--- src/rtl/vx_fetch_warp_sched.sv ---
// Per-core warp fetch scheduler: round-robin selection of ready warps into a registered
// valid/ready request slot, with at most one fetch in flight per warp.
module vx_fetch_warp_sched #(
    parameter int                 NUM_WARPS   = 4,
    parameter int                 NUM_THREADS = 4,
    parameter int                 PC_BITS     = 30,
    parameter int                 UUID_WIDTH  = 16,
    parameter logic [PC_BITS-1:0] STARTUP_PC  = 30'h20000000,
    parameter int                 NW_WIDTH    = $clog2(NUM_WARPS)
) (
    input  logic                   clk,
    input  logic                   reset,
    input  logic                   spawn_valid,
    input  logic [NW_WIDTH-1:0]    spawn_wid,
    input  logic [PC_BITS-1:0]     spawn_PC,
    input  logic [NUM_THREADS-1:0] spawn_tmask,
    input  logic                   unlock_valid,
    input  logic [NW_WIDTH-1:0]    unlock_wid,
    input  logic                   br_valid,
    input  logic [NW_WIDTH-1:0]    br_wid,
    input  logic                   br_taken,
    input  logic [PC_BITS-1:0]     br_dest,
    input  logic                   tmc_valid,
    input  logic [NW_WIDTH-1:0]    tmc_wid,
    input  logic [NUM_THREADS-1:0] tmc_tmask,
    output logic                   sched_valid,
    output logic [NW_WIDTH-1:0]    sched_wid,
    output logic [PC_BITS-1:0]     sched_PC,
    output logic [NUM_THREADS-1:0] sched_tmask,
    output logic [UUID_WIDTH-1:0]  sched_uuid,
    input  logic                   sched_ready,
    output logic                   busy
);

    logic [NUM_WARPS-1:0]   active;
    logic [NUM_WARPS-1:0]   stalled;
    logic [PC_BITS-1:0]     pc    [NUM_WARPS];
    logic [NUM_THREADS-1:0] tmask [NUM_WARPS];
    logic [NW_WIDTH-1:0]    rr_ptr;
    logic [UUID_WIDTH-1:0]  uuid_cnt;

    logic [NUM_WARPS-1:0]   ready_set;
    logic                   sel_found;
    logic [NW_WIDTH-1:0]    sel_wid;
    logic [NW_WIDTH-1:0]    idx;
    logic                   fire;
    logic                   load;

    assign fire = sched_valid && sched_ready;
    assign load = !sched_valid || fire;

    // First ready warp at or after the round-robin pointer, wrapping.
    always_comb begin
        ready_set = active & ~stalled;
        sel_found = 1'b0;
        sel_wid   = '0;
        idx       = '0;
        for (int unsigned i = 0; i < NUM_WARPS; i++) begin
            idx = rr_ptr + NW_WIDTH'(i);
            if (!sel_found && ready_set[idx]) begin
                sel_found = 1'b1;
                sel_wid   = idx;
            end
        end
    end

    always_ff @(posedge clk) begin
        if (reset) begin
            for (int unsigned w = 0; w < NUM_WARPS; w++) begin
                active[w]  <= (w == 0);
                stalled[w] <= 1'b0;
                pc[w]      <= (w == 0) ? STARTUP_PC : '0;
                tmask[w]   <= (w == 0) ? '1 : '0;
            end
            sched_valid <= 1'b0;
            sched_wid   <= '0;
            sched_PC    <= '0;
            sched_tmask <= '0;
            sched_uuid  <= '0;
            rr_ptr      <= '0;
            uuid_cnt    <= '0;
            busy        <= 1'b1;
        end else begin
            busy <= |active;

            if (fire) begin
                uuid_cnt      <= uuid_cnt + 1'b1;
                pc[sched_wid] <= sched_PC + 1'b1;
            end

            // A same-cycle fire has already consumed uuid_cnt, so the new request takes the next one.
            if (load) begin
                sched_valid <= sel_found;
                if (sel_found) begin
                    sched_wid   <= sel_wid;
                    sched_PC    <= pc[sel_wid];
                    sched_tmask <= tmask[sel_wid];
                    sched_uuid  <= uuid_cnt + UUID_WIDTH'(fire);
                    rr_ptr      <= sel_wid + NW_WIDTH'(1);
                end
            end

            // Later statements win: spawn > tmc > br > unlock, and br PC over fire PC+1.
            if (unlock_valid)
                stalled[unlock_wid] <= 1'b0;
            if (br_valid) begin
                stalled[br_wid] <= 1'b0;
                if (br_taken)
                    pc[br_wid] <= br_dest;
            end
            if (tmc_valid) begin
                stalled[tmc_wid] <= 1'b0;
                tmask[tmc_wid]   <= tmc_tmask;
                if (tmc_tmask == '0)
                    active[tmc_wid] <= 1'b0;
            end
            if (spawn_valid) begin
                active[spawn_wid]  <= 1'b1;
                stalled[spawn_wid] <= 1'b0;
                pc[spawn_wid]      <= spawn_PC;
                tmask[spawn_wid]   <= spawn_tmask;
            end

            if (load && sel_found)
                stalled[sel_wid] <= 1'b1;
        end
    end

    unlock_on_stalled: assert property (@(posedge clk) disable iff (reset)
        unlock_valid |-> stalled[unlock_wid]);
    br_on_stalled: assert property (@(posedge clk) disable iff (reset)
        br_valid |-> stalled[br_wid]);
    tmc_on_stalled: assert property (@(posedge clk) disable iff (reset)
        tmc_valid |-> stalled[tmc_wid]);

endmodule

--- config.mk ---
export PLATFORM = sky130hd
export DESIGN_NAME = vx_fetch_warp_sched
export DESIGN_NICKNAME = d
export VERILOG_FILES = /design/src/rtl/vx_fetch_warp_sched.sv
export SDC_FILE = /design/constraint.sdc
export NUM_CORES = 1
export LEC_CHECK = 0
export CORE_MARGIN = 2
export CORE_UTILIZATION = 35
export CTS_BUF_LIST = sky130_fd_sc_hd__clkbuf_4 sky130_fd_sc_hd__clkbuf_8
export CTS_CLUSTER_DIAMETER = 100
export DETAILED_ROUTE_END_ITERATION = 6
export PLACE_DENSITY_LB_ADDON = 0.25
export SYNTH_ARGS = -nofsm -noshare
export SYNTH_HDL_FRONTEND = slang
export SYNTH_SLANG_ARGS = --single-unit
--- constraint.sdc ---
create_clock -name clk -period 7.45 [get_ports clk]
set_input_delay 1.1175 -clock clk [delete_from_list [all_inputs] [get_ports clk]]
set_output_delay 1.1175 -clock clk [all_outputs]
set_load 0.01 [all_outputs]
Word-level counts from Yosys, hierarchy flattened
Memory sizes are Yosys's and may differ from the RTL's. A register that Yosys moved wholly into a read port is not among the register bits.
Index checks and enable logic that the tools add are counted.
{"block": "totals", "n_memories": 2, "ramBits": 136, "output_inout_bits": 54, "reg_bits": 46, "wordCells": 136}
{"name": "pc", "words": 4, "width": 30, "rd": 1, "rd_clocked_by_memory_dff": 1, "wr": 4, "line_no": "37", "text": "logic [PC_BITS-1:0] pc [NUM_WARPS];"}
{"name": "tmask", "words": 4, "width": 4, "rd": 1, "rd_clocked_by_memory_dff": 1, "wr": 4, "line_no": "38", "text": "logic [NUM_THREADS-1:0] tmask [NUM_WARPS];"}
{"block": "op_classes", "order_cmp": 14, "n_reduce_logical": 23, "bitwise": 13, "add_sub_neg": 7, "n_mux": 69}
{"operator": "$mux 30", "count": 3}
{"operator": "$reduce_or 30->1", "count": 3}
{"operator": "$mux 4", "count": 15}
{"operator": "$mux 1", "count": 33}
{"operator": "$add 30x1->30 const B", "count": 1}
{"operator": "$lt 2x3->1 const B", "count": 9}
{"operator": "$and 4x4->4", "count": 6}
{"operator": "$not 4->4", "count": 5}
{"operator": "$mux 2", "count": 9}
{"operator": "$add 16x1->16", "count": 1}
{"operator": "$add 16x1->16 const B", "count": 1}
{"operator": "$reduce_or 4->1", "count": 3}
{"operator": "$demux 1 s2", "count": 5}
{"operator": "$ge 2x1->1 const B", "count": 5}
{"operator": "$logic_and 1x1->1", "count": 10}
{"operator": "$bmux 1 s2", "count": 4}
{"operator": "$or 4x4->4", "count": 2}
{"operator": "$add 2x1->2 const B", "count": 2}
{"operator": "$add 2x2->2 const B", "count": 2}
{"operator": "$logic_not 1->1", "count": 4}
{"operator": "$logic_not 4->1", "count": 1}
{"operator": "$reduce_and 2->1", "count": 1}
{"operator": "$logic_or 1x1->1", "count": 1}

Logic depth before layout (Yosys ltp)
Gate-level depths: netlist of run 1.
{"block": "logic_depth", "depth_word": 20, "ltp_mapped": 10, "ltp_nobuf": 9}

Worst setup path after synthesis of run 1
Ideal clock, no wire load.
{"block": "synth_path", "path_kind": "input to register", "from": "in reset", "to": "mem pc[0][0], enable pin", "required_ps": 6927, "cell_stages": 5, "n_path_buf": 3, "slack_ps": 1587, "t_arrival_ps": 5340, "path_cell_list": "buf_2 > nand2b_1 > buf_2 > clkbuf_1 > o311ai_0"}
{"item": "from (decl)", "line_no": "12", "text": "input logic reset,"}
{"item": "to (decl)", "line_no": "37"}

==> flow_metrics.tcl, run 1 <==
set metrics [dict create \
    initial_utilization_pct 35.6 \
    die_h_um 186 \
    synthDominantCellAreaShare_pct 35.0 \
    worst_ep_arrival_time_ns 3.88 \
    period_minus_slack_ns 3.48 \
    drt_iter0_drc 999 \
    netlist_area_um2 11700 \
    clock_path_buffers 3 \
    synth_edf_count 136 \
    postCtsHoldBufs 0 \
    antenna_found_initial 0 \
    synth_area_leaders "edfxtp_1 35%, dfxtp_1 14%, nor2_1 8.4%" \
    postCtsSetupBuffers 0 \
    vdd_drop_max_uv 104 \
    rsz0062_at_grt "false" \
    setup-violations-final 0 \
    io_pins 138 \
    synth_fp_nets 1286 \
    async_reset_ff_share_pct 0 \
    multi_input_area_um2 5580 \
    drt-pass1-iter-count 5 \
    synth_common_cells "260 x nor2_1, 136 x edfxtp_1, 80 x a221oi_1, 80 x dfxtp_1, 68 x mux2i_1" \
    ys.warnings.count 0 \
    synth_seq_cells 216 \
    cts_tree "yes" \
    syn_avg_cell_area_um2 9.73 \
    max_cap_violations 0 \
    routabilityCongestion 0.878 \
    grt_pass1_wl_um 59000 \
    tightestPinTransition_ns 1.01 \
    cp_data_required_time_ns 7.85 \
    yosysSeqAreaShare_pct 48.8 \
    grt_usage_pct 21.5 \
    tns_ns 0 \
    drive_gt1_share_pct 9.02 \
    drt-total-wl_um 38100 \
    postSynthCellCount 1198 \
    dp_hpwl_um 23400 \
    grt_max_degree 61 \
    cp-start-kind "input port" \
    status "finished, final reports clean" \
    cts_buffers 40 \
    grt_pass1_vias 10200 \
    clock_latency_ns 0.56 \
    hold_viol_final 0 \
    die_x_um 186 \
    cts_htree_levels 2 \
    fin_skew_ns 0.0311 \
    hold_ws_ns 0.466 \
    fillers 3174 \
    endpoint_kind "flip-flop" \
    power_density_nw_per_um2 226 \
    cts-root-buf "clkbuf_8" \
    vias 10200 \
    cp_max_fo 55 \
    worstSetupPathType "in -> reg" \
    grt_overflow 0 \
    syn_to_final_growth_pct 21.9 \
    core_area_um2 32700 \
    layout.area.seq_um2 5690 \
    clock_sinks 216 \
    final-max-slew-violation-count 0 \
    post_cts_resized 0 \
    diodes 0 \
    clock.fmax_ghz 0.288 \
    synth.most_common_cell "nor2_1" \
    synth_cell_types 64 \
    ant_nets 0 \
    p_leak_uw 0.00538 \
    die_area_um2 34800 \
    wl_per_cell_um 21.5 \
    port_buffers 137 \
    fin_util_pct 43.4 \
    yosys.area.top_type "edfxtp_1" \
    min_path_type "reg -> reg" \
    nNetsFinal 1390 \
    rows 66 \
    synthFlopType "edfxtp_1" \
    slew_headroom_pct 32.4 \
    via_per_inst 5.76 \
    path_clk_slew_ns 0.06 \
    drc 0 \
    min_period_over_period_pct 46.7 \
]
==> sequential cells by signal (all words and copies together), names as in the netlist <==
signal       flops
sched_uuid      16
uuid_cnt        16
sched_PC        30
active           4
tmask           16
pc             120
busy             1
sched_valid      1
rr_ptr           2
sched_tmask      4
stalled          4
sched_wid        2
==> area by class of cell <==
cell class | count | area share (%)
Sequential cell | 216 | 40.0
Multi-Input combinational cell | 873 | 39.3
Tap cell | 442 | 3.89
Clock buffer | 61 | 5.07
Timing Repair Buffer | 160 | 10.9
Clock inverter | 10 | 0.573
Inverter | 11 | 0.291
==> logic make-up after synthesis <==
| family | Yosys count | share of synthesized area [%] |
|---|---|---|
| and+or+nand+nor | 487 | 20.1 |
| AOI/OAI and AO/OA | 260 | 16.6 |
| DFF | 216 | 48.8 |
| buffers and inverters | 109 | 4.09 |
| muxes | 68 | 5.84 |
| xor gates and xnor gates | 54 | 4.19 |
| adders and majority gates | 4 | 0.429 |
==> where the power goes <==
part	internal, µW	leakage [µW]	switching, µW
clock network	653	0.000426	519
logic	242	0.00288	323
registers	1390	0.00207	85.9
==> per-layer routing <==
layer	routed length (µm)	global-route usage [%]	share of wire, %	up-vias
li1	-	-	-	4700
met3	3170	3.93	8.3	84
met1	16300	29.0	43	4947
met4	1120	7.91	2.9	0
met5	0	0	0	-
met2	17500	34.6	46	480
==> cell usage in the layout (no fill, tap or decap), types with 9 or more instances in the layout <==
cell type        count
o221ai_1            29
a21oi_1             52
buf_4               24
or3_1                9
nand3_1             24
nand2b_1            11
mux2i_1             68
nand3b_1            27
dfxtp_1             80
clkbuf_8            42
a221oi_1            80
nor2_1             259
xnor2_1             17
nand4_1             15
a211oi_1            17
a31oi_1             10
clkbuf_4            19
inv_1               10
o21ai_0             16
edfxtp_1           136
nand2_1             65
nor3_1              18
a22oi_1             22
clkdlybuf4s50_1    136
xor2_1              35
==> critical path, stage by stage <==
cell,delay [ns]
buf_4,0.40
buf_4,0.62
nor2b_1,0.14
and3_1,0.21
buf_4,0.29
nor4b_4,0.26
buf_4,0.45
a32oi_1,0.16
o21ai_0,0.17
==> metrics by stage <==
step | cells | cell area (µm²) | setup slack (ns) | power, µW
6_report | 1773 | 14200 | 3.97 | 3210
5_1_grt | 1773 | 14200 | 3.79 | 3350
4_1_cts | 1773 | 14200 | 4.05 | 3230
3_5_place_dp | 1702 | 13400 | 3.46 | 2070
3_3_place_gp | 1702 | 13400 | 3.52 | 2050
2_1_floorplan | 1198 | 11700 | 1.59 | 1780
==> path summary, 6_finish.rpt <==
path	cells past startpoint	end	slack (ns)	startpoint
worst max-delay path	9	pc[2][1]	3.97	reset
worst min-delay path	2	sched_uuid[1]	0.47	sched_uuid[1]
worst max register to register	8	sched_PC[28]	4.19	active[2]
worst min register to register	2	sched_uuid[1]	0.47	sched_uuid[1]
Note: power is estimated with default switching activity, not from simulation.
==> inputs of run 2 (changes only) <==
==> constraint.sdc (replaced) <==
create_clock -name clk -period 3.1 [get_ports clk]
set_input_delay 0.465 -clock clk [delete_from_list [all_inputs] [get_ports clk]]
set_output_delay 0.465 -clock clk [all_outputs]
set_load 0.01 [all_outputs]
==> flow_metrics.tcl, run 2 (same netlist as run 1, synthesis figures left out) <==
set metrics [dict create \
    grt_pass1_wl_um 59400 \
    setup-violations-final 0 \
    via_per_inst 5.73 \
    power_density_nw_per_um2 530 \
    cp_max_fo 9 \
    largestRegisters "pc x120, sched_PC x30" \
    drt-total-wl_um 38900 \
    layout_commonest_cell "nor2_1" \
    clock.fmax_ghz 0.398 \
    drc 0 \
    die_h_um 186 \
    grt_overflow 0 \
    dpl_cell_area_um2 13700 \
    endpoint_kind "flip-flop" \
    tightestPinTransition_ns 1.15 \
    cts_buffers 39 \
    rsz0062_at_grt "false" \
    cp_data_required_time_ns 3.47 \
    grt_usage_pct 21.9 \
    clock_sinks 216 \
    postCtsHoldBufs 0 \
    top_register "pc" \
    die_x_um 186 \
    design_area_um2 14400 \
    nNetsFinal 1404 \
    cts_tree "yes" \
    top_usage_layer "met2" \
    tns_ns 0 \
    layout.area.seq_um2 5690 \
    cp-start-kind "flip-flop" \
    path_clk_slew_ns 0.06 \
    min_path_type "in -> reg" \
    worst_ep_arrival_time_ns 2.89 \
    drive_gt1_share_pct 10.1 \
    vias 10200 \
    crit_buf_inv 0 \
    diodes 0 \
    cp_cell_sequence "and4_1 > nand3_4 > or2_2 > xnor2_1 > a22oi_1 > a21oi_1" \
    dp_hpwl_um 24100 \
    max_cap_violations 0 \
    antenna_found_initial 0 \
    initial_utilization_pct 35.6 \
    syn_to_final_growth_pct 24.0 \
    grt_max_degree 61 \
    clock_path_buffers 3 \
    hold_ws_ns 0.290 \
    hold_viol_final 0 \
    largest_reg_flops 120 \
    rows 66 \
    core_area_um2 32700 \
    drt-pass1-iter-count 5 \
    period_minus_slack_ns 2.51 \
    min_period_over_period_pct 81.1 \
    final_cell_mix "259 x nor2_1, 136 x clkdlybuf4s50_1, 136 x edfxtp_1, 80 x a221oi_1, 80 x dfxtp_1" \
    critPathTopFamily "simple AND/OR/NAND/NOR gates" \
    postCtsSetupBuffers 0 \
    cts-root-buf "clkbuf_8" \
    cpPeakStageDelay_ns 0.54 \
    grt_pass1_vias 10200 \
    grt_use_met2_pct 36.4 \
    post_cts_resized 0 \
    die_area_um2 34800 \
    reg2reg_slack_ns 0.59 \
    vdd_drop_max_uv 189 \
    drt_iter0_drc 1061 \
    met3_usage_pct 3.27 \
    clock_latency_ns 0.53 \
    slew_headroom_pct 23.2 \
    port_buffers 137 \
    grt_util_met1_pct 28.8 \
    ant_nets 0 \
    final-max-slew-violation-count 0 \
    worstSetupPathType "reg -> reg" \
    slowest_stage "and4_1" \
    fillers 3121 \
    fin_total_pwr_uw 7660 \
    io_pins 138 \
    wl_per_cell_um 21.8 \
    p_leak_uw 0.00550 \
    cts_htree_levels 2 \
    status "finished, final reports clean" \
    multi_input_area_um2 5590 \
    fin_skew_ns 0.0141 \
    routabilityCongestion 0.857 \
]
run 2: cell types whose count changed in the layout (fill, tap and decap cells not counted), sizes merged:
cell / delta
buf: +15
clkinvlp: -1
inv: -2
clkinv: -5
clkbuf: +4
bufinv: -1
run 2: area by class of cell:
type,instances,share of cell area [%]
Inverter,11,0.286
Timing Repair Buffer,175,12.5
Clock buffer,65,5.33
Clock inverter,1,0.0346
Sequential cell,216,39.4
Tap cell,442,3.83
Multi-Input combinational cell,873,38.7
run 2: power breakdown:
| group | internal, µW | switching [µW] | total, µW |
|---|---|---|---|
| logic | 621 | 797 | 1420 |
| registers | 3350 | 203 | 3550 |
| clock network | 1550 | 1150 | 2700 |
| total | 5510 | 2150 | 7660 |
run 2: layer usage:
| metal | up-vias | wire [µm] |
|---|---|---|
| met5 | - | 0 |
| met4 | 0 | 1090 |
| met3 | 87 | 3410 |
| met2 | 471 | 18300 |
| met1 | 4951 | 16100 |
| li1 | 4716 | - |
run 2: worst paths after layout:
kind	start	endpoint	cells after the start
setup / recovery	sched_PC[2]	pc[3][12]	6
hold / removal	reset	active[3]	2
setup reg to reg	sched_PC[2]	pc[3][12]	6
hold reg to reg	sched_uuid[0]	sched_uuid[0]	2
run 2: metrics by stage:
step / utilization, % / worst slack (ns) / instances
finish: 44.2 / 0.585 / 1783
global route: 44.2 / 0.347 / 1783
CTS: 44.2 / 0.583 / 1783
detailed placement: 41.8 / 0.335 / 1717
global placement: 41.8 / 0.404 / 1717
floorplan: - / 0.162 / 1198
==> inputs of run 3 (changes only) <==
==> constraint.sdc (replaced) <==
create_clock -name clk -period 2.1 [get_ports clk]
set_input_delay 0.315 -clock clk [delete_from_list [all_inputs] [get_ports clk]]
set_output_delay 0.315 -clock clk [all_outputs]
set_load 0.01 [all_outputs]
==> flow_metrics.tcl, run 3 (same netlist as run 1, synthesis figures left out) <==
set metrics [dict create \
    drt-pass1-iter-count 7 \
    cp_max_fo 9 \
    grt_pass1_vias 10500 \
    rows 66 \
    grt_max_degree 35 \
    drive_gt1_share_pct 18.4 \
    cp_data_required_time_ns 2.40 \
    die_x_um 186 \
    setup-violations-final 0 \
    die_area_um2 34800 \
    fillers 3097 \
    tns_ns 0 \
    grt_overflow 0 \
    status "finished, violations left" \
    initial_utilization_pct 35.6 \
    cp_cell_sequence "nand4_2 > nand4bb_1 > buf_4 > nor4_4 > xor2_2 > a221oi_1 > nor2_1" \
    clock_latency_ns 0.56 \
    largestRegisters "pc x120, sched_PC x30" \
    core_area_um2 32700 \
    final-max-slew-violation-count 0 \
    min_path_type "in -> reg" \
    max_cap_violations 0 \
    fin_skew_ns 0.0420 \
    vias 10700 \
    slowest_stage "dfxtp_1" \
    placed_cells 1803 \
    top_register "pc" \
    crit_buf_inv 1 \
    dp_hpwl_um 25500 \
    diodes 0 \
    routabilityCongestion 0.838 \
    final_cell_mix "258 x nor2_1, 136 x clkdlybuf4s50_1, 136 x edfxtp_1, 104 x buf_4, 76 x dfxtp_1" \
    p_leak_uw 0.00609 \
    final_cells 1878 \
    fin_total_pwr_uw 11800 \
    worstSetupPathType "reg -> reg" \
    drc 1 \
    cts_tree "yes" \
    hold_ws_ns 0.226 \
    period_minus_slack_ns 2.09 \
    clock.fmax_ghz 0.477 \
    critPathTopFamily "simple AND/OR/NAND/NOR gates" \
    cpPeakStageDelay_ns 0.37 \
    path_clk_slew_ns 0.06 \
    layout_commonest_cell "nor2_1" \
    via_per_inst 5.68 \
    io_pins 138 \
    largest_reg_flops 120 \
    port_buffers 137 \
    vdd_drop_max_uv 369 \
    antenna_found_initial 0 \
    drt-total-wl_um 40400 \
    cp-start-kind "flip-flop" \
    cts_htree_levels 2 \
    ant_nets 0 \
    rsz0062_at_grt "true" \
    tightestPinTransition_ns 0.614 \
    clock_sinks 216 \
    power_density_nw_per_um2 760 \
    endpoint_kind "flip-flop" \
    syn_to_final_growth_pct 33.2 \
    grt_pass1_wl_um 61300 \
    cts-root-buf "clkbuf_8" \
    min_period_over_period_pct 99.7 \
    nNetsFinal 1495 \
    clock_path_buffers 3 \
    grt_usage_pct 22.5 \
    violations "design-rule violations" \
    drt_iter0_drc 1032 \
    cts_buffers 39 \
    die_h_um 186 \
    wl_per_cell_um 21.5 \
    hold_viol_final 0 \
    worst_ep_arrival_time_ns 2.40 \
    fin_util_pct 47.5 \
    slew_headroom_pct 59.0 \
]
run 3: changes by cell type in the layout (fill, tap and decap cells not counted), sizes merged:
cell | before | now
clkbuf | 65 | 66
clkinvlp | 0 | 1
inv | 11 | 12
clkinv | 1 | 2
buf | 39 | 130
run 3: path summary, 6_finish.rpt:
path                  from             to  slack, ns  cells past startpoint
max reg2reg   sched_PC[16]      pc[1][27]      0.006                      7
max           sched_PC[16]      pc[1][27]      0.006                      7
min reg2reg  sched_uuid[1]  sched_uuid[1]       0.47                      2
min                  reset     stalled[2]       0.23                      3
run 3: what timing repair did:
| action | CTS | global route |
|---|---|---|
| setup endpoints to repair | 20 | 55 |
| hold buffers | 0 | 0 |
| pin swaps | 0 | 5 |
| buffers inserted | 0 | 5 |
| resized for setup | 5 | 27 |
run 3: final cells by class:
type                    instances  area [µm²]  area share [%]
repair buffers                266        2660            17.1
well taps                     442         553            3.56
clock inverters                 4        26.3           0.169
multi-input cells             873        5770            37.1
flip-flops and latches        216        5690            36.7
clock buffers                  66         783            5.04
inverters                      11        43.8           0.282
run 3: layer usage:
layer	routed length, µm	track usage (%)
met1	17100	29.9
met5	0	0
met3	3080	3.42
met4	1180	8.49
met2	19000	37.2
run 3: metrics by stage:
| step | cell area, µm² | worst slack [ns] |
|---|---|---|
| after floorplan | 11700 | -0.410 |
| after global placement | 14500 | -0.302 |
| after detailed placement | 14500 | -0.386 |
| after CTS | 15300 | 0.0184 |
| after global routing | 15500 | -0.0504 |
| final | 15500 | 0.00568 |
run 3: worst min-delay path, stage by stage:
cell	delay [ns]
buf_4	0.13
buf_12	0.20
a21oi_1	0.05
run 3: where the power goes:
group / switching [µW] / total, µW / internal [µW] / leakage (µW)
Sequential: 209 / 5150 / 4940 / 0.00208
Clock: 1810 / 4150 / 2340 / 0.000435
Combinational: 1360 / 2500 / 1140 / 0.00358
Total: 3380 / 11800 / 8420 / 0.00609
